## config.mk

```make
export PLATFORM = sky130hd
export DESIGN_NAME = pc_gen_arb
export DESIGN_NICKNAME = d
export VERILOG_FILES = /design/src/rtl/pc_gen_arb.sv
export SDC_FILE = /design/constraint.sdc
export NUM_CORES = 1
export LEC_CHECK = 0
export BUFFER_PORTS_ARGS = -buffer_cell sky130_fd_sc_hd__buf_2
export CAP_MARGIN = 20
export CORE_MARGIN = 5
export CORE_UTILIZATION = 44
export DETAILED_ROUTE_END_ITERATION = 10
export HOLD_SLACK_MARGIN = 0.1
export PLACE_DENSITY_LB_ADDON = 0.05
export SLEW_MARGIN = 20
export SYNTH_ARGS = -nofsm -noshare
export SYNTH_HDL_FRONTEND = slang
export SYNTH_SLANG_ARGS = --single-unit
```

## constraint.sdc

```tcl
create_clock -name i_clk -period 6.85 [get_ports i_clk]
set_input_delay 1.37 -clock i_clk [delete_from_list [all_inputs] [get_ports i_clk]]
set_output_delay 1.37 -clock i_clk [all_outputs]
set_load 0.02 [all_outputs]
```

## src/rtl/pc_gen_arb.sv

```systemverilog
`default_nettype none
// ============================================================================
// pc_gen_arb : IFU fetch PC generator with fixed-priority redirect arbitration
// Revision   : 1.0
// ============================================================================
module pc_gen_arb #(
  parameter int              XLEN        = 32,
  parameter int              FETCH_BYTES = 16,
  parameter int              N_SRC       = 4,
  parameter logic [XLEN-1:0] BOOT_PC     = 'h8000_0000
) (
  input  logic                                    i_clk,
  input  logic                                    i_rst,
  input  logic [N_SRC-1:0]                        i_redirect_valid,
  input  logic [N_SRC*XLEN-1:0]                   i_redirect_pc,
  input  logic                                    i_halt,
  input  logic                                    i_fetch_ready,
  output logic                                    o_fetch_valid,
  output logic [XLEN-1:0]                         o_fetch_pc,
  output logic [FETCH_BYTES/4-1:0]                o_fetch_slot_mask,
  output logic [XLEN-1:0]                         o_npc,
  output logic                                    o_redirect_taken,
  output logic [((N_SRC > 1) ? $clog2(N_SRC) : 1)-1:0] o_redirect_src
);

  localparam int              SRC_W      = (N_SRC > 1) ? $clog2(N_SRC) : 1;
  localparam int              N_SLOT     = FETCH_BYTES / 4;
  localparam int              OFF_W      = $clog2(FETCH_BYTES) - 2;
  localparam logic [XLEN-1:0] BLOCK_MASK = ~XLEN'(FETCH_BYTES - 1);
  localparam logic [XLEN-1:0] WORD_MASK  = ~XLEN'(3);

  typedef enum logic [1:0] {
    ST_BOOT = 2'd0,
    ST_RUN  = 2'd1,
    ST_HALT = 2'd2
  } state_t;

  state_t            state_q, state_d;
  logic [XLEN-1:0]   pc_q, pc_d;
  logic [XLEN-1:0]   seq_pc;
  logic [XLEN-1:0]   redir_pc;
  logic [SRC_W-1:0]  redir_src;
  logic              redir_any;

  // Ascending scan: the last hit is the highest-priority source.
  always_comb begin
    redir_src = '0;
    redir_pc  = '0;
    for (int k = 0; k < N_SRC; k++) begin
      if (i_redirect_valid[k]) begin
        redir_src = SRC_W'(k);
        redir_pc  = i_redirect_pc[k*XLEN +: XLEN] & WORD_MASK;
      end
    end
  end

  assign redir_any = (|i_redirect_valid) && !i_rst;
  assign seq_pc    = (pc_q & BLOCK_MASK) + XLEN'(FETCH_BYTES);

  always_comb begin
    pc_d    = pc_q;
    state_d = state_q;
    if (i_rst) begin
      pc_d    = BOOT_PC;
      state_d = ST_BOOT;
    end else if (redir_any) begin
      pc_d    = redir_pc;
      state_d = ST_RUN;
    end else if (i_halt) begin
      state_d = ST_HALT;
      if (state_q == ST_RUN && i_fetch_ready) begin
        pc_d = seq_pc;
      end
    end else if (state_q == ST_BOOT) begin
      state_d = ST_RUN;
    end else if (state_q == ST_RUN && i_fetch_ready) begin
      pc_d = seq_pc;
    end
  end

  always_ff @(posedge i_clk) begin
    if (i_rst) begin
      pc_q    <= BOOT_PC;
      state_q <= ST_BOOT;
    end else begin
      pc_q    <= pc_d;
      state_q <= state_d;
    end
  end

  assign o_fetch_valid    = (state_q == ST_RUN);
  assign o_fetch_pc       = pc_q;
  assign o_npc            = pc_d;
  assign o_redirect_taken = redir_any;
  assign o_redirect_src   = redir_any ? redir_src : '0;

  generate
    if (OFF_W == 0) begin : g_single_slot
      assign o_fetch_slot_mask = 1'b1;
    end else begin : g_multi_slot
      logic [OFF_W-1:0] slot_off;
      assign slot_off = pc_q[OFF_W+1:2];
      // Slots before the entry offset belong to bytes skipped by the redirect.
      always_comb begin
        o_fetch_slot_mask = '0;
        for (int i = 0; i < N_SLOT; i++) begin
          o_fetch_slot_mask[i] = (OFF_W'(i) >= slot_off);
        end
      end
    end
  endgenerate

endmodule
`default_nettype wire

```

* Yosys cells after proc, flatten, opt, wreduce, memory -nomap -nowiden
Index checks and enable logic that the tools add are counted.
** Word-level totals
- Bits in registers :: 34
- Bits in latches :: 0
- Bits in writable memories :: 0
- Bits in read-only memories :: 0
- Input port bits :: 136
- Output and inout bits :: 72
- Logic and storage cells :: 33
- Memories kept :: 0
** Cells by class
- Add/sub/neg operators :: 1
- Multiply operators :: 0
- Div/mod/pow operators :: 0
- Order comparisons :: 4
- Eq/ne operators :: 1
- Shifts and indexed selects :: 0
- Muxes and demuxes :: 16
- Bitwise operators :: 0
- Reduce and logical (&&, ||, !) cells :: 8
** Operators with widths (count)
- 32-bit two-way mux :: 9
- 32-bit by 5-bit adder with 32-bit output (second input constant) :: 1
- 2-bit two-way mux :: 5
- 1-bit by 2-bit >= comparator with 1-bit output (first input constant) :: 2
- 2-bit >= comparator (first input constant) :: 2
- 4-bit OR reduction :: 1
- 3-bit nonzero test :: 1
- 2-bit by 1-bit == test with 1-bit output (second input constant) :: 1
- 1-bit logical AND :: 2
- 2-bit logical NOT :: 1
- 1-bit two-way mux :: 2
- 2-bit nonzero test :: 1
- 2-bit OR reduction :: 1
- 1-bit logical NOT :: 1

* Longest topological paths before layout
- Word-level depth :: 7
- Depth in mapped cells :: 9
- Depth with buffers taken out :: 6

* Worst setup path before layout
No wires, ideal clock.
- Path kind :: input to output
- Start point :: in i_redirect_valid[2]
- End point :: out o_npc[24]
- Arrival time :: 3.027 ns
- Required time :: 5.480 ns
- Setup slack :: 2.453 ns
- Cell stages on the path :: 6
- Path through :: buf_2 or2_1 nor3_2 clkbuf_1 a21oi_1 a221oi_1
** Between the ends
- Word-level cells in the longest chain between the ends :: 4
- Elaborated cells between the ends (all ways) :: 6
** RTL lines
- start: declaration :: line 14 : input logic [N_SRC-1:0] i_redirect_valid,
- 32-bit two-way mux or 4-bit OR reduction (tied branches) :: line 50, 57
- 32-bit two-way mux or 1-bit logical AND (tied branches) :: line 50, 57
- 32-bit two-way mux (*) :: line 66 : end else if (redir_any) begin
- 32-bit two-way mux (*) :: line 63 : if (i_rst) begin
- end: declaration :: line 21 : output logic [XLEN-1:0] o_npc,
Mark *: on every way between the ends. The rest lies on a longest branch, timed or not.

* Final worst setup path
- Start point :: in i_redirect_valid[3]
- End point :: out o_npc[2]
** Between the ends
- Word-level cells in the longest chain between the ends :: 4
- Elaborated cells between the ends (all ways) :: 5
** RTL lines
- 4-bit OR reduction :: line 57 : assign redir_any = (|i_redirect_valid) && !i_rst;
- 1-bit logical AND :: line 57
- 32-bit two-way mux (*) :: line 66
- 32-bit two-way mux (*) :: line 63
Marked as above.

==> qor.yml <==
synth_area_sq_um: 2680
drive_gt1_frac: 0.422
drv_cap: 0
htreeDepth: 2
r2r_slack_ns: 4.59
wl_met2_mm: 5.47
synth_top_family_by_area: "compound AO/OA/AOI/OAI gates"
grt_pass1_wl_mm: 16.4
routed_via_density: 6.02
clockBufferDepth: 2
diodes: 0
yosysTopAreaCell: "dfxtp_1"
synthMuxAreaShare: 0
relSlewSlack: 0.410
rsz0062_at_grt: "false"
cp-end-kind: "output pin"
hold_viol: 0
clk_latency_ns: 0.28
synth_edf_count: 0
cts_sinks: 34
clk_pin_slew_ns: 0.06
cts_root_buf: "clkbuf_8"
rows: 28
power_switching_w: 0.000220
numCtsBuffers: 5
crit_required_ns: 5.48
wl_met3_mm: 1.07
cts_tree: "yes"
synthCells: 343
path_max_fanout: 26
max_freq_mhz: 192
yosys.area_share.simple: 0.229
ys_async_sr_fraction: 0
crit_path_top_delay_cell: "or2_1"
p_sw_frac: 0.373
start_util: 0.453
crit_path_start_kind: "input pin"
met1_length_mm: 4.31
grt_usage: 0.270
synthDistinctLibCells: 52
fin_crit_sh: 0.760
power_density_nw_per_um2: 158
internal-power_w: 0.000370
io_buffers: 198
die_x_um: 88.1
dp_hpwl_mm: 8.47
synth_sequential_area_ratio: 0.254
tns_ns: 0
netlist_top_cells_area: "dfxtp_1 (25%), a221oi_1 (8.8%), o22ai_1 (5.1%), o32ai_1 (4.6%), xor2_1 (4.6%)"
grt_pass1_vias: 3344
nFillCells: 570
core_sq_um: 5920
antenna_found_initial: 0
cts_resized: 0
postRouteAntennaNets: 0
crit_top_cell: "buf_2"
skew_ns: 0.00931
comb_power_share: 0.369
synthAdderAreaFrac: 0.00467
globalplace.congestion: 0.845
vdd_drop_max_mv: 0.0991
setup_viol: 0
ios: 208
criticalPathCategory: "in2out"
synth-compound-area-share: 0.363
outcome: "completed"
grt.overflow.total: 0
power_frac_seq: 0.393
routed.top_layer: "met4"
synth_top_area_frac: 0.254
fin_hold_ws_ns: 0.492
clkPwrFrac: 0.238
hp-class: "reg2reg"
tightest_slew_ns: 0.885
fp.dieH_um: 88.1
postCtsSetupRepairBufs: 0
finalCriticalPeriod_ns: 5.21
wl_per_cell_um: 18.6
synth_ff_type: "dfxtp_1"
path_cells: "buf_2 -> or2_1 -> or3_1 -> nand2b_1 -> inv_2 -> o221ai_1 -> o2bb2ai_1 -> buf_2"
routed_wl_mm: 11.0
fin_nets: 654
hold_buffers: 0
ys_ff_latch: 34
synth_area_per_cell_sq_um: 7.82
vias: 3566
crit_arrival_ns: 3.84
reg2reg_from: "o_fetch_pc[4]"
crit_start: "i_redirect_valid[3]"
synth_fp_nets: 480
synth_warnings: 0
area.growth.synth_to_final_pct: 39.2
power.leakage_nw: 1.74
slowest_delay_ns: 0.75
min-delay-start: "o_fetch_pc[0]"
drv_slew: 0
drt-initial-drc-count: 145
yosys.area_share.xor_xnor: 0.0817
drc: 0
firstDrtPassIters: 5
grt_max_degree: 50
dieArea_sq_um: 7760
-- cells in the final DEF (no fill, tap or decap), types with 2 or more instances in the layout --
| cell type | instances |
|---|---|
| buf_2 | 198 |
| dfxtp_1 | 34 |
| nor2_1 | 30 |
| a221oi_1 | 27 |
| o22ai_1 | 22 |
| a21oi_1 | 19 |
| nand2_1 | 17 |
| a211oi_1 | 16 |
| xor2_1 | 14 |
| o32ai_1 | 14 |
| xnor2_1 | 11 |
| nand3_1 | 10 |
| nor3_1 | 10 |
| and3_1 | 9 |
| nand4_1 | 8 |
| inv_1 | 8 |
| nand2b_1 | 5 |
| clkbuf_8 | 5 |
| o21ai_0 | 4 |
| o22a_1 | 4 |
| o2bb2ai_1 | 4 |
| and4_1 | 3 |
| o21ai_1 | 3 |
| o221ai_1 | 3 |
| buf_4 | 3 |
| or2_1 | 2 |
| or3_1 | 2 |
| nor4_4 | 2 |
| a2111oi_2 | 2 |
| a31oi_1 | 2 |
| or2_2 | 2 |
| a2bb2oi_1 | 2 |
| a221o_1 | 2 |
| a311oi_1 | 2 |
| clkbuf_1 | 2 |
-- final timing paths --
| path | end | cells after the start |
|---|---|---|
| max | o_npc[2] | 8 |
| min | o_fetch_pc[0] | 1 |
| max reg2reg | o_fetch_pc[30] | 6 |
| min reg2reg | o_fetch_pc[0] | 1 |
-- metrics by stage --
step	instances	util	area, sq um	total power [W]	setup slack, ns
after detailed placement	585	0.617	3650	0.000453	1.68
after CTS	592	0.630	3730	0.000593	1.68
after global placement	585	0.617	3650	0.000450	1.70
after floorplan	343	-	2680	0.000363	2.45
final	592	0.630	3730	0.000591	1.64
after global routing	592	0.630	3730	0.000623	1.43
-- layer usage --
metal | vias to the layer above | track usage
met2 | 179 | 0.470
met3 | 18 | 0.0640
li1 | 1696 | -
met1 | 1673 | 0.337
met5 | - | 0
met4 | 0 | 0.0687
-- synth_stat cells (all sizes together), types with 3 or more instances --
master / instances
dfxtp: 34
nor2: 31
a221oi: 27
clkbuf: 27
o22ai: 22
a21oi: 19
nand2: 17
a211oi: 16
o32ai: 14
xor2: 14
nor3: 11
xnor2: 11
nand3: 10
and3: 9
inv: 9
nand4: 9
buf: 7
o21ai: 7
nand2b: 5
o22a: 4
o2bb2ai: 4
or2: 4
and4: 3
nor4: 3
o221ai: 3
-- cells by family (layout without fill, tap and decap cells) --
logic type / count (synthesis) / count (layout)
AO/OA/AOI/OAI: 130 / 130
AND/OR/NAND/NOR: 109 / 109
buffers and inverters: 43 / 217
flip-flops: 34 / 34
XOR/XNOR: 25 / 25
adder cells (fa/ha/maj): 1 / 1
other: 1 / 1
-- power by group through the flow --
stage	clock network (W)	registers, W	logic (W)
finish	0.000140	0.000232	0.000218
global placement	0	0.000236	0.000214
detailed placement	0	0.000236	0.000217
CTS	0.000144	0.000232	0.000218
floorplan	0	0.000251	0.000112
global route	0.000152	0.000235	0.000237
-- critical path: cells and delay by family --
kind	cells	cell delay, ns
simple gates	3	1.32
compound gates	2	0.34
buf+inv	3	0.78
-- state kept, by name (all words and copies together), names as in the netlist --
signal      cells
o_fetch_pc     32
state_q         2
-- cell type report --
type | count | area (sq um) | share of cell area
multi-input cells | 266 | 1830 | 0.491
well taps | 75 | 93.8 | 0.0251
clock buffers | 7 | 76.3 | 0.0204
flip-flops and latches | 34 | 681 | 0.182
inverters | 9 | 33.8 | 0.00905
repair buffers | 201 | 1010 | 0.272
Power figures use the tool's default switching activity.
